## src/rtl/act_skew_feeder_if.sv

```systemverilog
// Upstream vector handshake between an activation source and act_skew_feeder.
interface act_skew_feeder_if #(
  parameter int ROWS = 8,
  parameter int DW   = 8
);
  logic                 s_valid;
  logic                 s_ready;
  logic [ROWS*DW-1:0]   s_data;
  logic                 s_last;

  modport master (output s_valid, output s_data, output s_last, input s_ready);
  modport slave  (input s_valid, input s_data, input s_last, output s_ready);
endinterface

```

## src/rtl/act_skew_feeder.sv

```systemverilog
// Activation skew feeder for the PE array: row r is delayed by r array steps,
// and each stream is followed by zero-padded flush steps so its last vector
// fully traverses the skew.
//
// state  | meaning
// -------+----------------------------------------------------------
// IDLE   | no stream in progress; accepts the first vector of a stream
// STREAM | stream in progress; steps only on an accepted vector
// FLUSH  | ROWS-1 zero-padded steps, upstream held off
module act_skew_feeder #(
  parameter int ROWS = 8,
  parameter int DW   = 8
) (
  input  logic                       clk,
  input  logic                       rst,
  act_skew_feeder_if.slave           s,
  output logic [0:ROWS-1][DW-1:0]    out_a,
  output logic                       fire,
  output logic                       busy
);

  typedef enum logic [1:0] {IDLE, STREAM, FLUSH} state_t;

  localparam int FCW = (ROWS > 1) ? $clog2(ROWS) : 1;
  localparam logic [FCW-1:0] FLUSH_LEN = FCW'(ROWS - 1);
  localparam logic [FCW-1:0] FCNT_ONE  = FCW'(1);

  state_t         state_q;
  logic [FCW-1:0] fcnt_q;
  logic           fire_q;
  logic           acc;
  logic           adv;

  assign s.s_ready = (state_q != FLUSH);
  assign acc       = s.s_valid & s.s_ready;
  assign adv       = acc | (state_q == FLUSH);
  assign fire      = fire_q;
  assign busy      = (state_q != IDLE);

  // Stream sequencing, flush length counter and the registered step strobe.
  always_ff @(posedge clk) begin
    if (rst) begin
      state_q <= IDLE;
      fcnt_q  <= '0;
      fire_q  <= 1'b0;
    end else begin
      fire_q <= adv;
      case (state_q)
        IDLE, STREAM: begin
          if (acc) begin
            if (!s.s_last) begin
              state_q <= STREAM;
            end else if (ROWS > 1) begin
              state_q <= FLUSH;
              fcnt_q  <= FLUSH_LEN;
            end else begin
              state_q <= IDLE;
            end
          end
        end
        FLUSH: begin
          fcnt_q <= fcnt_q - FCNT_ONE;
          if (fcnt_q == FCNT_ONE) state_q <= IDLE;
        end
        default: state_q <= IDLE;
      endcase
    end
  end

  for (genvar r = 0; r < ROWS; r++) begin : g_row
    logic [DW-1:0] dl_q [r+1];

    // Row r shift line of r+1 stages; zeros are injected while flushing.
    always_ff @(posedge clk) begin
      if (rst) begin
        for (int k = 0; k <= r; k++) dl_q[k] <= '0;
      end else if (adv) begin
        dl_q[0] <= (state_q == FLUSH) ? '0 : s.s_data[r*DW +: DW];
        for (int k = 1; k <= r; k++) dl_q[k] <= dl_q[k-1];
      end
    end

    assign out_a[r] = dl_q[r];
  end

endmodule

```

## src/flat_wrapper.sv

```systemverilog
// flat-port wrapper written by rule: the top's interface ports become plain ports
module act_skew_feeder_flat 
#(
  parameter int ROWS = 8,
  parameter int DW   = 8
)
  (clk, rst, out_a, fire, busy, s_s_valid, s_s_data, s_s_last, s_s_ready);
  act_skew_feeder_if #(.ROWS(ROWS), .DW(DW)) s_i ();
  input  logic clk;
  input  logic rst;
  output logic [0:ROWS-1][DW-1:0] out_a;
  output logic fire;
  output logic busy;
  input wire logic [$bits(s_i.s_valid)-1:0] s_s_valid;
  input wire logic [$bits(s_i.s_data)-1:0] s_s_data;
  input wire logic [$bits(s_i.s_last)-1:0] s_s_last;
  output wire logic [$bits(s_i.s_ready)-1:0] s_s_ready;
  assign s_i.s_valid = s_s_valid;
  assign s_i.s_data = s_s_data;
  assign s_i.s_last = s_s_last;
  assign s_s_ready = s_i.s_ready;
  act_skew_feeder #(.ROWS(ROWS), .DW(DW)) u_core (.clk(clk), .rst(rst), .s(s_i), .out_a(out_a), .fire(fire), .busy(busy));
endmodule
```

## config.mk

```make
export PLATFORM = sky130hd
export DESIGN_NAME = act_skew_feeder_flat
export DESIGN_NICKNAME = d
export VERILOG_FILES = /design/src/rtl/act_skew_feeder_if.sv /design/src/rtl/act_skew_feeder.sv /design/src/flat_wrapper.sv
export SDC_FILE = /design/constraint.sdc
export NUM_CORES = 1
export LEC_CHECK = 0
export ABC_AREA = 1
export ABC_CLOCK_PERIOD_IN_PS = 12200
export BUFFER_PORTS_ARGS = -buffer_cell sky130_fd_sc_hd__buf_4
export CAP_MARGIN = 10
export CELL_PAD_IN_SITES_DETAIL_PLACEMENT = 0
export CELL_PAD_IN_SITES_GLOBAL_PLACEMENT = 1
export CORE_UTILIZATION = 25
export CTS_BUF_LIST = sky130_fd_sc_hd__clkbuf_8 sky130_fd_sc_hd__clkbuf_16
export DETAILED_ROUTE_END_ITERATION = 8
export GPL_TIMING_DRIVEN = 0
export PLACE_DENSITY_LB_ADDON = 0.1
export SYNTH_ARGS = -nofsm -noshare
export SYNTH_HDL_FRONTEND = slang
export SYNTH_SLANG_ARGS = --single-unit
```

## constraint.sdc

```tcl
create_clock -name clk -period 12.2 [get_ports clk]
set_input_delay 1.83 -clock clk [delete_from_list [all_inputs] [get_ports clk]]
set_output_delay 1.83 -clock clk [all_outputs]
set_load 0.03 [all_outputs]
```

==> summary.txt <==
Place
  – Number of buffer cells added on primary ports: 133
  – Final Wtd Congestion: 0.652
  – Placed Instance Area: 13700 um^2
  – Post-Place Setup Slack: around 8.2 ns
  – Post-detail-place hpwl: 13.2 mm

Clock network
  – Number of levels the H-tree was split into: 2
  – Number of buffers inserted by post-CTS setup repair: 0
  – Clock tree from TritonCTS: done
  – Latest clock arrival within the worst-skew pair: 0.55 ns
  – Clock Tree Buf Depth: 3
  – Number of gates resized after cts: 0
  – Clock sink count: 294
  – CTS clk-pin slew, worst paths: 0.05 ns
  – Hold-fix buffer count after cts: 0
  – Buffer type at the clock tree root: clkbuf_16
  – TritonCTS buffer count: 38

Cells and area
  – Utilization after layout: between 30% and 40%
  – Area growth from synthesis to final layout: 25.8%
  – Number of antenna repair diodes: 0
  – Layout cells sized above 1: 22.8%
  – Number of nets in the finished design: approximately 1200
  – Design Area, Final: approximately 15000 um^2

Power and ir drop
  – Power density over the cells: 167 nW/um^2
  – Final Total Pwr: 2480 uW
  – LEAKAGE: 0.00653 uW
  – Maximum vdd drop: between 80 and 90 uV

Route
  – Vias per inst: ~3.5
  – Total Wirelength: 21.4 mm
  – Average wire per cell in the routed design: ~12 um
  – Count of TritonRoute iterations in the first routing pass: 6
  – Iteration-0 DRC count of the detailed router: 238
  – Number of DRC violations after detailed routing: 0
  – Final antenna-violating net count: 0
  – Number of vias in the routed layout: 6301

Yosys
  – Most frequent cell after synthesis: inv_1
  – Count of flip-flops with a built-in enable after synthesis: 288
  – Proportion of synthesized flip-flops having asynchronous set or reset: 0%
  – Post-synth top cells: inv_1 (298), nor2_1 (292), edfxtp_1 (288)
  – Flip-flop and latch count after synthesis: 294
  – Cell taking the most area after synthesis: edfxtp_1
  – Syn Area/Cell: approximately 12 um^2
  – Most common flop cell mapped by yosys: edfxtp_1
  – Synthesized netlist net count: 1060
  – Syn. warnings: 0
  – Number of distinct library cell variants in the gate-level netlist after synthesis: 16
  – Cells taking the most area after synthesis: edfxtp_1 (73%), inv_1 (9.5%), nor2_1 (9.3%), buf_4 (3.0%), buf_6 (2.7%)
  – Sequential-to-total area share from yosys stat: 74.2%
  – Synthesized cell area: 11800 um^2
  – Area share of the leading cell type in the synthesized netlist: 73.2%
  – Gate Count Post-Synth: slightly below 1000

Floorplan
  – Cell row count: a little under 80
  – Chip Width: around 220 um
  – Height of the die: 219 um
  – Placeable core area: 46600 um^2
  – Ports placed on the boundary: roughly 140
  – Die area: 48200 um^2
  – Initial core utilization: around a quarter

Timing
  – Number of pins with negative max-slew slack in the final report: 0
  – Normalized max-slew margin: 66.7%
  – Fin crit period: about 3.4 ns
  – Final hold violation count: 0
  – Highest clock rate: 298 MHz
  – Sum Neg Setup Slack: 0 ns
  – Final clock skew: 0.0155 ns
  – Final setup fails: 0
  – Share of the clock period used by the worst path after layout: 27.5%
  – Transition at the pin with the smallest max-transition slack: 0.498 ns
  – Unrepaired setup endpoints after global routing: no
  – Smallest setup slack after layout: 8.84 ns

Global routing
  – Wire length of the first global-routing pass: roughly 34 mm
  – Total global routing track utilization: 9.26%
  – Via count of the first global-routing pass: 6039
  – Antenna violations before repair: 0
  – Maximum number of pins on one net before global-route repair: 60
  – Remaining global-route overflow: 0

Min path
  – Worst hold-check path type: flip-flop to flip-flop
  – Startpoint of the lowest-slack hold path: u_core.fcnt_q[2]

Setup path
  – Endpoint kind of the worst setup timing path: flip-flop
  – Worst-path maximum fanout: 56
  – Arrival time of the worst setup path: between 3 and 4 ns
  – Setup crit start kind: input port
  – Origin of the critical flop-to-flop path: u_core.state_q[1]
  – Worst setup path start: rst
  – Data required time of the worst path: 12.41 ns
  – Worst setup path category: input port to flip-flop

Status
  – Outcome: completed

Job
  – Count of maximum capacitance violations: 0
## per-layer routing
layer | up-vias | GRT usage (%) | part of all wire [%]
met3 | 44 | 2.31 | 4.9
li1 | 3301 | - | -
met5 | - | 0 | 0
met1 | 2849 | 11.9 | 46
met2 | 107 | 14.4 | 46
met4 | 0 | 4.91 | 3.7
## state kept, by name (all words and copies together), names as in the netlist
signal	count
u_core.fcnt_q	3
u_core.fire	1
u_core.g_row.dl_q	288
u_core.state_q	2
## worst max-delay path, cell delays in order
cell,delay (ns)
buf_2,0.26
inv_1,0.17
nand3_4,0.28
buf_16,0.28
buf_16,0.30
buf_16,0.30
## cells in the final DEF, fill, tap and decap left out, drive strengths merged
master,netlist,final
clkbuf,2,42
dfxtp,6,6
bufinv,0,1
ha,2,2
o21ai,1,1
clkinv,0,15
nand2,12,12
nand3,7,7
nor2,292,292
inv,300,310
edfxtp,288,288
a21oi,3,3
buf,77,215
clkinvlp,0,1
## path summary, 6_finish.rpt
kind                                 endpoint  slack [ns]  cells after the start
hold / removal               u_core.fcnt_q[2]        0.50                      2
hold reg to reg              u_core.fcnt_q[2]        0.50                      2
setup reg to reg  u_core.g_row[2].dl_q[0][16]       10.07                      5
setup / recovery  u_core.g_row[2].dl_q[0][16]        8.84                      6
## cell type report
class	instances	area, um^2
sequential	294	8770
multi-input combinational	317	1250
buffer	79	688
timing repair buffer	138	1140
fill	4755	31700
clock inverter	27	163
clock buffer	40	978
inverter	300	1130
tap	607	759
## through the flow
stage,std cells,hold WS (ns)
after floorplan,990,0.475
after global placement,1730,0.486
after detailed placement,1735,0.505
after CTS,1802,0.513
after global routing,1802,0.536
final,1802,0.505
## cell families after synthesis
logic type                 Yosys count  synth area share [%]
DFF                                294                  74.2
AOI/OAI and AO/OA                    4                 0.265
and+or+nand+nor                    311                  9.99
buffers and inverters              379                  15.3
adders and majority gates            2                 0.212
## where the power goes
group          switching (uW)  internal, uW
sequential               21.3          1200
combinational             136          91.1
clock                     429           599
total                     587          1890
No activity file was read; power rests on OpenSTA's default activity.
